**config.mk**
```make
export PLATFORM = sky130hd
export DESIGN_NAME = dffram_arb2
export DESIGN_NICKNAME = d
export VERILOG_FILES = /design/src/rtl/dffram_arb2.sv
export SDC_FILE = /design/constraint.sdc
export NUM_CORES = 1
export LEC_CHECK = 0
export ABC_CLOCK_PERIOD_IN_PS = 6900
export BUFFER_PORTS_ARGS = -buffer_cell sky130_fd_sc_hd__buf_2
export CORE_AREA = 2 2 94 96
export CTS_BUF_LIST = sky130_fd_sc_hd__clkbuf_8
export CTS_CLUSTER_DIAMETER = 150
export DETAILED_ROUTE_END_ITERATION = 12
export DIE_AREA = 0 0 96 98
export PLACE_DENSITY = 0.56
export SYNTH_ARGS = -nofsm -noshare
export SYNTH_HDL_FRONTEND = slang
export SYNTH_SLANG_ARGS = --single-unit
```
**constraint.sdc**
```tcl
create_clock -name CLK -period 6.9 [get_ports CLK]
set_input_delay 1.725 -clock CLK [delete_from_list [all_inputs] [get_ports CLK]]
set_output_delay 1.725 -clock CLK [all_outputs]
set_load 0.02 [all_outputs]
```
**src/rtl/dffram_arb2.sv**
```systemverilog
// Two-port arbiter that shares one single-port DFFRAM macro, with optional locked bursts.
// Define DFFRAM_ARB_RR_EN for round-robin contention; otherwise port 0 has fixed priority.
module dffram_arb2 #(
    parameter int A_WIDTH   = 9,
    parameter int MAX_BURST = 4
) (
    input  logic               CLK,
    input  logic               RST,

    input  logic               p0_req,
    input  logic [3:0]         p0_we,
    input  logic [A_WIDTH-1:0] p0_addr,
    input  logic [31:0]        p0_wdata,
    input  logic               p0_lock,
    output logic               p0_gnt,
    output logic               p0_rvalid,
    output logic [31:0]        p0_rdata,

    input  logic               p1_req,
    input  logic [3:0]         p1_we,
    input  logic [A_WIDTH-1:0] p1_addr,
    input  logic [31:0]        p1_wdata,
    input  logic               p1_lock,
    output logic               p1_gnt,
    output logic               p1_rvalid,
    output logic [31:0]        p1_rdata,

    output logic               ram_EN0,
    output logic [3:0]         ram_WE0,
    output logic [A_WIDTH-1:0] ram_A0,
    output logic [31:0]        ram_Di0,
    input  logic [31:0]        ram_Do0
);

    typedef enum logic [1:0] {
        IDLE  = 2'd0,
        LOCK0 = 2'd1,
        LOCK1 = 2'd2
    } lock_state_t;

    localparam int CNT_W = $clog2(MAX_BURST + 1);
    localparam logic [CNT_W-1:0] LAST_CNT = CNT_W'(MAX_BURST - 1);

    lock_state_t      state;
    logic [CNT_W-1:0] burst_cnt;
    logic             yield_pend;   // burst cap just hit: the other port is owed the next slot
    logic             yield_port;
    logic             resp_valid;
    logic             resp_owner;
`ifdef DFFRAM_ARB_RR_EN
    logic             rr_next;      // port favoured on the next IDLE contention
`endif

    logic gnt0_raw, gnt1_raw;
    logic any_gnt, winner;
    logic lk_port, lk_req, lk_lock, other_req, yield_req;

    assign lk_port   = (state == LOCK1);
    assign lk_req    = lk_port ? p1_req  : p0_req;
    assign lk_lock   = lk_port ? p1_lock : p0_lock;
    assign other_req = lk_port ? p0_req  : p1_req;
    assign yield_req = yield_port ? p1_req : p0_req;

    // NOTE: every signal driven here gets a default first, so no path leaves it unassigned and no latch is inferred.
    always_comb begin
        gnt0_raw = 1'b0;
        gnt1_raw = 1'b0;
        if (state == LOCK0 && p0_req) begin
            gnt0_raw = 1'b1;
        end else if (state == LOCK1 && p1_req) begin
            gnt1_raw = 1'b1;
        end else if (yield_pend && yield_req) begin
            gnt0_raw = ~yield_port;
            gnt1_raw = yield_port;
        end else if (p0_req && p1_req) begin
`ifdef DFFRAM_ARB_RR_EN
            gnt0_raw = ~rr_next;
            gnt1_raw = rr_next;
`else
            gnt0_raw = 1'b1;
`endif
        end else begin
            gnt0_raw = p0_req;
            gnt1_raw = p1_req;
        end
    end

    // Reset masks grants and responses in the same cycle, so nothing leaks out while RST is high.
    assign p0_gnt  = gnt0_raw & ~RST;
    assign p1_gnt  = gnt1_raw & ~RST;
    assign any_gnt = p0_gnt | p1_gnt;
    assign winner  = p1_gnt;

    assign ram_EN0 = any_gnt;
    assign ram_WE0 = p1_gnt ? p1_we    : (p0_gnt ? p0_we    : 4'h0);
    assign ram_A0  = p1_gnt ? p1_addr  : (p0_gnt ? p0_addr  : '0);
    assign ram_Di0 = p1_gnt ? p1_wdata : (p0_gnt ? p0_wdata : 32'h0);

    assign p0_rvalid = resp_valid & ~resp_owner & ~RST;
    assign p1_rvalid = resp_valid &  resp_owner & ~RST;
    assign p0_rdata  = p0_rvalid ? ram_Do0 : 32'h0;
    assign p1_rdata  = p1_rvalid ? ram_Do0 : 32'h0;

    // NOTE: state registers use non-blocking assignments so every flop samples pre-edge values.
    always_ff @(posedge CLK) begin
        if (RST) begin
            state      <= IDLE;
            burst_cnt  <= '0;
            yield_pend <= 1'b0;
            yield_port <= 1'b0;
            resp_valid <= 1'b0;
            resp_owner <= 1'b0;
`ifdef DFFRAM_ARB_RR_EN
            rr_next    <= 1'b0;
`endif
        end else begin
            resp_valid <= any_gnt;
            if (any_gnt) begin
                resp_owner <= winner;
`ifdef DFFRAM_ARB_RR_EN
                rr_next    <= ~winner;
`endif
            end
            yield_pend <= 1'b0;
            unique case (state)
                IDLE: begin
                    if (any_gnt && (winner ? p1_lock : p0_lock)) begin
                        state     <= winner ? LOCK1 : LOCK0;
                        burst_cnt <= CNT_W'(1);
                    end
                end
                LOCK0, LOCK1: begin
                    if (!lk_req) begin
                        state     <= IDLE;
                        burst_cnt <= '0;
                    end else if (burst_cnt == LAST_CNT) begin
                        state      <= IDLE;
                        burst_cnt  <= '0;
                        yield_pend <= other_req;
                        yield_port <= ~lk_port;
                    end else if (!lk_lock) begin
                        state     <= IDLE;
                        burst_cnt <= '0;
                    end else begin
                        burst_cnt <= burst_cnt + CNT_W'(1);
                    end
                end
                default: begin
                    state     <= IDLE;
                    burst_cnt <= '0;
                end
            endcase
        end
    end

endmodule

```
==> results of run 1 <==
## worst min path at each step
stage               cells after the start           end  slack (ns)
CTS                                     2  burst_cnt[1]        0.47
finish                                  2  burst_cnt[1]        0.46
detailed placement                      2  burst_cnt[1]        0.47
global placement                        2  burst_cnt[2]        0.45
floorplan                               2  burst_cnt[2]        0.43
global route                            2  burst_cnt[1]        0.50
## synthesized netlist by cell type, drive strengths merged
master    n  area, µm²
ha        6       75.1
and2     65        409
a2111oi   1       27.5
a211o     1       17.5
o2111ai   1       8.76
a22o     45        394
nand3b    1       7.51
a21oi     1       8.76
and4      1       8.76
buf      10       57.6
a31o      1       8.76
nand3     2       10.0
and4b     1       10.0
a41oi     1       8.76
and3      2       12.5
nor2b     2       12.5
nor3      2       10.0
or2       3       18.8
mux2      3       37.5
inv       5       18.8
a31oi     2       27.5
clkbuf    7       26.3
nand2     7       26.3
mux2i     4       40.0
nor3b     2       15.0
dfxtp     9        180
nand2b    3       21.3
nor2      2       7.51
a311oi    1       26.3
## power by group
group / total (mW) / leakage [nW] / switching [mW] / internal, mW
clock: 0.0601 / 0.0269 / 0.0213 / 0.0388
sequential: 0.0638 / 0.0735 / 0.00545 / 0.0584
combinational: 0.215 / 1.66 / 0.117 / 0.0980
total: 0.339 / 1.76 / 0.144 / 0.195
## metal layers
metal / vias to the layer above / part of all wire, %
met2: 176 / 50
li1: 1150 / -
met3: 8 / 11
met4: 0 / 1.8
met5: - / 0
met1: 1052 / 38
## final cells by class
type	instances	area share, %
antenna	2	0.175
multi-input combinational	160	43.9
inverter	5	0.656
timing repair buffer	243	42.7
clock inverter	1	0.131
clock buffer	3	1.44
tap	108	4.72
sequential	9	6.30
## state kept, by name, indices dropped and copies added, names as in the netlist
name        cells
burst_cnt       3
resp_owner      1
resp_valid      1
state           2
yield_pend      1
yield_port      1
## tightest hold or removal path: stages (launching register included)
cell,delay [ns]
dfxtp_1,0.30
nand2_1,0.05
mux2i_1,0.05
## metrics by stage
| stage | instance area [µm²] | utilization [%] | worst slack [ns] | power (mW) | std cells |
|---|---|---|---|---|---|
| final | 2860 | 33.8 | 1.69 | 0.339 | 531 |
| after global routing | 2860 | 33.8 | 1.56 | 0.364 | 530 |
| after CTS | 2860 | 33.7 | 1.71 | 0.343 | 529 |
| after detailed placement | 2810 | 33.2 | 1.71 | 0.282 | 525 |
| after global placement | 2810 | 33.2 | 1.70 | 0.280 | 525 |
| after floorplan | 1530 | - | 2.28 | 0.202 | 191 |
## cells by family after synthesis
logic type / synth area share, %
and+or+nand+nor: 37.1
AOI/OAI and AO/OA: 34.5
buffers and inverters: 6.69
DFF: 11.8
muxes: 5.06
adders and majority gates: 4.90
==> results.json, run 1 <==
{
  "worstSetupStartpointType": "primary input",
  "die_w_um": 96,
  "powerDensity_mw_per_mm2": 119,
  "finalMaxSlewViolations": 0,
  "final_cell_mix": "241 x buf_2, 64 x and2_1, 45 x a22o_1",
  "multi_input_area_mm2": 0.00125,
  "io_pins": 242,
  "yosys_warnings": 0,
  "peakVddDrop_mv": 0.0559,
  "htreeDepth": 1,
  "path_common_cell": "buf_2",
  "use_met1_pct": 15.5,
  "post-cts-setup-buffers": 0,
  "num_vias": 2386,
  "avgSynthCellArea_um2": 8.02,
  "n_fill_cell": 908,
  "synth_nets": 325,
  "yosysSeqAreaShare_pct": 11.8,
  "syn_to_final_growth_pct": 86.6,
  "hold_viol": 0,
  "grt_usage_pct": 13.8,
  "regToRegEndpoint": "state[1]",
  "hold_class": "flip-flop to flip-flop",
  "final.min_clock_period_ns": 5.21,
  "place.gp.congestion": 0.885,
  "grt_pass1_vias": 2081,
  "critPathLaunch": "RST",
  "syn_inst": 191,
  "clkLatencyLatePin_ns": 0.23,
  "leakage_nw": 1.76,
  "cts_resized": 0,
  "grt_pass1_wl_um": 10200,
  "end_kind": "output pin",
  "grt_overflow": 0,
  "layout_commonest_cell": "buf_2",
  "regArea_um2": 180,
  "die_area_mm2": 0.00941,
  "clk_pin_slew_ns": 0.04,
  "endpoint": "ram_Di0[22]",
  "cts_tree": "built",
  "drt_wl_total_um": 7130,
  "cts_buffers": 3,
  "critical_path_class": "primary input to output pin",
  "path_depth": 6,
  "met2_usage_pct": 25.4,
  "min_from": "burst_cnt[1]",
  "drive_gt1_share_pct": 62.0,
  "syn_area_mm2": 0.00153,
  "path_cells": "buf_2, nand2b_1, a211o_4, inv_2, a22o_1, buf_2",
  "outcome": "completed",
  "skew_ns": 0.00604,
  "drt-vias-per-instance": 4.49,
  "clkSinkCount": 9,
  "maxCapViolations": 0,
  "critPathRequiredTime_ns": 5.18,
  "rrSetupSlack_ns": 4.83,
  "clock-root-buffer": "clkbuf_8",
  "io_buffers": 241,
  "timing.hold.ws_ns": 0.462,
  "grt.busiest_layer": "met2",
  "crit_slowest_cell": "inv_2",
  "worst_ep_arrival_time_ns": 3.49,
  "finalCritPeriodShare_pct": 75.6,
  "critPathMaxFanout": 50,
  "synth-seq-cells": 9,
  "met3_usage_pct": 3.40,
  "cpLargestDelayFamily": "buffers and inverters",
  "first_pass_iters": 4,
  "setup_tns_ns": 0,
  "max_freq_mhz": 192,
  "grt_max_degree": 51,
  "wl_per_cell_um": 13.4,
  "r2r_cells": 7,
  "yosysUniqueCellTypes": 36,
  "crit_buf_inv": 3,
  "finalNetCount": 556,
  "relSlewSlack_pct": 43.9,
  "core.rowCount": 34,
  "core_mm2": 0.00847,
  "drtIter0Drc": 57,
  "antenna_found_initial": 1,
  "reg2reg_from": "state[0]",
  "route.detailed.drc": 0,
  "clockBufferDepth": 2,
  "tightest_slew_ns": 0.841,
  "postRouteAntennaNets": 0,
  "die_h_um": 98,
  "cts_hold_buffers": 0,
  "setup_violations": 0,
  "post-dp-hpwl_um": 6200,
  "start_util_pct": 18.1,
  "rsz0062_at_grt": "false",
  "slowest_delay_ns": 0.59
}
Note: power is estimated with default switching activity, not from simulation.
==> run 2: changes to the inputs <==
- ABC_CLOCK_PERIOD_IN_PS: 6900 -> 4360
- PLACE_DENSITY: 0.56 -> 0.58
- clock period: 6.9 -> 4.36 ns (I/O delays scaled with it)
==> results.json, run 2 (synthesis results as in run 1) <==
{
  "clkLatencyLatePin_ns": 0.24,
  "final.min_clock_period_ns": 3.92,
  "reg2reg_from": "state[0]",
  "peakVddDrop_mv": 0.0753,
  "regToRegEndpoint": "state[1]",
  "maxCapViolations": 0,
  "die_w_um": 96,
  "critPathMaxFanout": 48,
  "hold_viol": 0,
  "drive_gt1_share_pct": 62.2,
  "largest_reg_flops": 3,
  "rrSetupSlack_ns": 2.12,
  "powerDensity_mw_per_mm2": 188,
  "path_cells": "buf_2, nand2b_1, a211o_4, inv_2, a22o_1, buf_2",
  "grt_usage_pct": 13.6,
  "slowest_delay_ns": 0.58,
  "grt_max_degree": 49,
  "rsz0062_at_grt": "false",
  "critical_path_class": "primary input to output pin",
  "holdPathEnd": "burst_cnt[2]",
  "drt-vias-per-instance": 4.50,
  "grt_overflow": 0,
  "final_area_mm2": 0.00288,
  "regMostFlops": "burst_cnt",
  "io_pins": 242,
  "n_fill_cell": 887,
  "cts_hold_buffers": 0,
  "clock-root-buffer": "clkbuf_8",
  "num_vias": 2388,
  "tightest_slew_ns": 0.803,
  "drt_wl_total_um": 6980,
  "place_area_mm2": 0.00284,
  "start_util_pct": 18.1,
  "crit_slowest_cell": "inv_2",
  "route.detailed.drc": 0,
  "io_buffers": 241,
  "die_h_um": 98,
  "cts_resized": 0,
  "clk_pin_slew_ns": 0.05,
  "cts_buffers": 3,
  "post-cts-setup-buffers": 0,
  "setup_tns_ns": 0,
  "multi_input_area_mm2": 0.00125,
  "max_freq_mhz": 255,
  "min_from": "burst_cnt[2]",
  "worstSetupStartpointType": "primary input",
  "core.rowCount": 34,
  "wl_per_cell_um": 13.1,
  "grt_pass1_vias": 2143,
  "finalNetCount": 558,
  "regArea_um2": 180,
  "outcome": "completed",
  "first_pass_iters": 4,
  "syn_to_final_growth_pct": 88.1,
  "hold_class": "flip-flop to flip-flop",
  "finalMaxSlewViolations": 0,
  "clockBufferDepth": 2,
  "diodes": 0,
  "post-dp-hpwl_um": 6020,
  "relSlewSlack_pct": 46.5,
  "reg_top3": "burst_cnt: 3 flops, state: 2 flops",
  "path_common_cell": "buf_2",
  "r2r_cells": 8,
  "drtIter0Drc": 66,
  "layout_commonest_cell": "buf_2",
  "final_cell_mix": "241 x buf_2, 64 x and2_1, 45 x a22o_1",
  "setup_violations": 0,
  "leakage_nw": 1.77,
  "hold_depth": 2,
  "core_mm2": 0.00847,
  "skew_ns": 0.00399,
  "cts_tree": "built",
  "finalCritPeriodShare_pct": 90.0,
  "worst_ep_arrival_time_ns": 2.83,
  "grt_pass1_wl_um": 10300,
  "htreeDepth": 1,
  "die_area_mm2": 0.00941,
  "place.gp.congestion": 0.820,
  "antenna_found_initial": 0,
  "critPathRequiredTime_ns": 3.27,
  "clkSinkCount": 9,
  "end_kind": "output pin",
  "postRouteAntennaNets": 0
}
==> run 2: cell types whose count changed in the layout (fill, tap and decap cells not counted), sizes merged <==
| cell | before | now |
|---|---|---|
| buf | 243 | 245 |
| diode | 2 | 0 |
==> run 2: worst max-delay path: cells and delay by family <==
kind | cells | cell delay [ns]
buffers and inverters | 3 | 0.90
AND/OR/NAND/NOR | 1 | 0.21
AO/OA/AOI/OAI | 2 | 0.60
==> run 2: stage by stage <==
stage               hold slack [ns]  worst slack [ns]  instances  total power [mW]  util, %
floorplan                     0.435              1.01        191             0.319        -
global placement              0.443             0.478        527             0.444     33.5
detailed placement            0.456             0.424        527             0.448     33.5
CTS                           0.463             0.423        531             0.546     34.1
global route                  0.481             0.311        531             0.582     34.1
finish                        0.462             0.435        531             0.543     34.1
==> run 2: worst max path at each step <==
stage	cells after the start	endpoint	startpoint	slack (ns)
detailed placement	6	ram_WE0[0]	RST	0.42
global placement	6	ram_WE0[0]	RST	0.48
CTS	6	ram_WE0[0]	RST	0.42
finish	6	ram_Di0[27]	RST	0.44
global route	6	ram_Di0[31]	RST	0.31
floorplan	4	p0_rdata[22]	RST	1.01
==> run 2: layer usage <==
layer | vias up | global-route usage [%] | routed length [µm]
li1 | 1153 | - | -
met1 | 1054 | 17.5 | 2820
met2 | 175 | 23.7 | 3320
met3 | 6 | 2.55 | 775
met4 | 0 | 1.98 | 61
met5 | - | 0 | 0
==> run 2: area by class of cell <==
type | instances | share of cell area [%]
multi-input cells | 160 | 43.5
repair buffers | 245 | 43.3
inverters | 5 | 0.651
clock buffers | 3 | 1.43
flip-flops and latches | 9 | 6.25
well taps | 108 | 4.69
clock inverters | 1 | 0.130
==> run 2: power by group <==
group	switching (mW)	internal [mW]	total, mW
combinational	0.187	0.158	0.344
clock	0.0357	0.0616	0.0972
sequential	0.00941	0.0924	0.102
==> run 3: changes to the inputs <==
- RECOVER_POWER: not set -> 50
==> results.json, run 3 (synthesis results as in run 1) <==
{
  "io_pins": 242,
  "first_pass_iters": 4,
  "outcome": "completed",
  "hold_class": "flip-flop to flip-flop",
  "regArea_um2": 180,
  "maxCapViolations": 0,
  "met2_usage_pct": 23.7,
  "hold_viol": 0,
  "clk_pin_slew_ns": 0.05,
  "tightest_slew_ns": 0.984,
  "min_from": "burst_cnt[2]",
  "rrSetupSlack_ns": 2.15,
  "syn_to_final_growth_pct": 82.8,
  "die_h_um": 98,
  "final_cell_mix": "221 x buf_2, 49 x and2_1, 45 x a22o_1",
  "reg_top3": "burst_cnt: 3 flops, state: 2 flops",
  "cts_buffers": 3,
  "dp.cells": 527,
  "place.gp.congestion": 0.820,
  "end_kind": "output pin",
  "drtIter0Drc": 53,
  "io_buffers": 241,
  "skew_ns": 0.00442,
  "grt_usage_pct": 13.6,
  "use_met1_pct": 17.5,
  "route.detailed.drc": 0,
  "relSlewSlack_pct": 34.4,
  "diodes": 0,
  "setup_violations": 0,
  "clock-root-buffer": "clkbuf_8",
  "core.rowCount": 34,
  "postRouteAntennaNets": 0,
  "powerDensity_mw_per_mm2": 187,
  "holdPathEnd": "burst_cnt[2]",
  "final.min_clock_period_ns": 3.99,
  "num_vias": 2373,
  "grt_pass1_vias": 2143,
  "critPathRequiredTime_ns": 3.27,
  "post-cts-setup-buffers": 0,
  "core_mm2": 0.00847,
  "regToRegEndpoint": "state[1]",
  "worst_ep_arrival_time_ns": 2.90,
  "htreeDepth": 1,
  "peakVddDrop_mv": 0.0729,
  "die_w_um": 96,
  "wl_per_cell_um": 13.2,
  "grt_max_degree": 49,
  "leakage_nw": 1.66,
  "antenna_found_initial": 0,
  "critical_path_class": "primary input to output pin",
  "setup_tns_ns": 0,
  "die_area_mm2": 0.00941,
  "drt-vias-per-instance": 4.47,
  "start_util_pct": 18.1,
  "clkLatencyLatePin_ns": 0.24,
  "critPathMaxFanout": 48,
  "multi_input_area_mm2": 0.00121,
  "cts_resized": 0,
  "finalCritPeriodShare_pct": 91.5,
  "rsz0062_at_grt": "false",
  "reg2reg_from": "state[0]",
  "drive_gt1_share_pct": 55.8,
  "clkSinkCount": 9,
  "finalNetCount": 558,
  "regMostFlops": "burst_cnt",
  "hold_depth": 2,
  "post-dp-hpwl_um": 6020,
  "cts_tree": "built",
  "finalMaxSlewViolations": 0,
  "grt_pass1_wl_um": 10300,
  "r2r_cells": 8,
  "max_freq_mhz": 251,
  "cts_hold_buffers": 0,
  "clockBufferDepth": 2,
  "fin_cells": 531,
  "n_fill_cell": 904,
  "largest_reg_flops": 3,
  "drt_wl_total_um": 7030,
  "grt.busiest_layer": "met2",
  "grt_overflow": 0,
  "worstSetupStartpointType": "primary input",
  "layout_commonest_cell": "buf_2",
  "met3_usage_pct": 2.55
}
run 3: routing by layer:
layer / up-vias / share of wire, %
met5: - / 0
met4: 0 / 0.93
met3: 8 / 10
met2: 173 / 48
met1: 1044 / 41
li1: 1148 / -
run 3: layout make-up:
type | count | share of cell area, %
clock buffer | 3 | 1.47
multi-input combinational | 160 | 43.2
clock inverter | 1 | 0.134
tap | 108 | 4.82
timing repair buffer | 245 | 43.3
inverter | 5 | 0.670
sequential | 9 | 6.43
run 3: worst max path at each step:
stage | to | start | cells past startpoint
final | ram_Di0[17] | RST | 6
after global routing | p1_rdata[24] | RST | 6
after CTS | ram_WE0[0] | RST | 6
after detailed placement | ram_WE0[0] | RST | 6
after global placement | ram_WE0[0] | RST | 6
after floorplan | p0_rdata[22] | RST | 4
run 3: per-stage QoR:
step / total power, mW / utilization [%] / hold WS, ns / setup WS, ns / instance area [µm²]
3_3_place_gp: 0.444 / 33.5 / 0.443 / 0.478 / 2840
6_report: 0.525 / 33.1 / 0.462 / 0.371 / 2800
3_5_place_dp: 0.448 / 33.5 / 0.456 / 0.424 / 2840
5_1_grt: 0.563 / 33.1 / 0.481 / 0.162 / 2800
4_1_cts: 0.546 / 34.1 / 0.463 / 0.423 / 2880
2_1_floorplan: 0.319 / - / 0.435 / 1.01 / 1530
run 3: where the power goes:
part	total [mW]	internal (mW)	switching (mW)
clock	0.0977	0.0616	0.0361
sequential	0.102	0.0924	0.00929
combinational	0.326	0.145	0.181
total	0.525	0.299	0.226
run 3: critical path, cell delays in order:
cell and delay [ns]:
clkbuf_1 0.19, nand2b_1 0.25, a211o_2 0.32, inv_2 0.58
a22o_1 0.27, buf_2 0.17
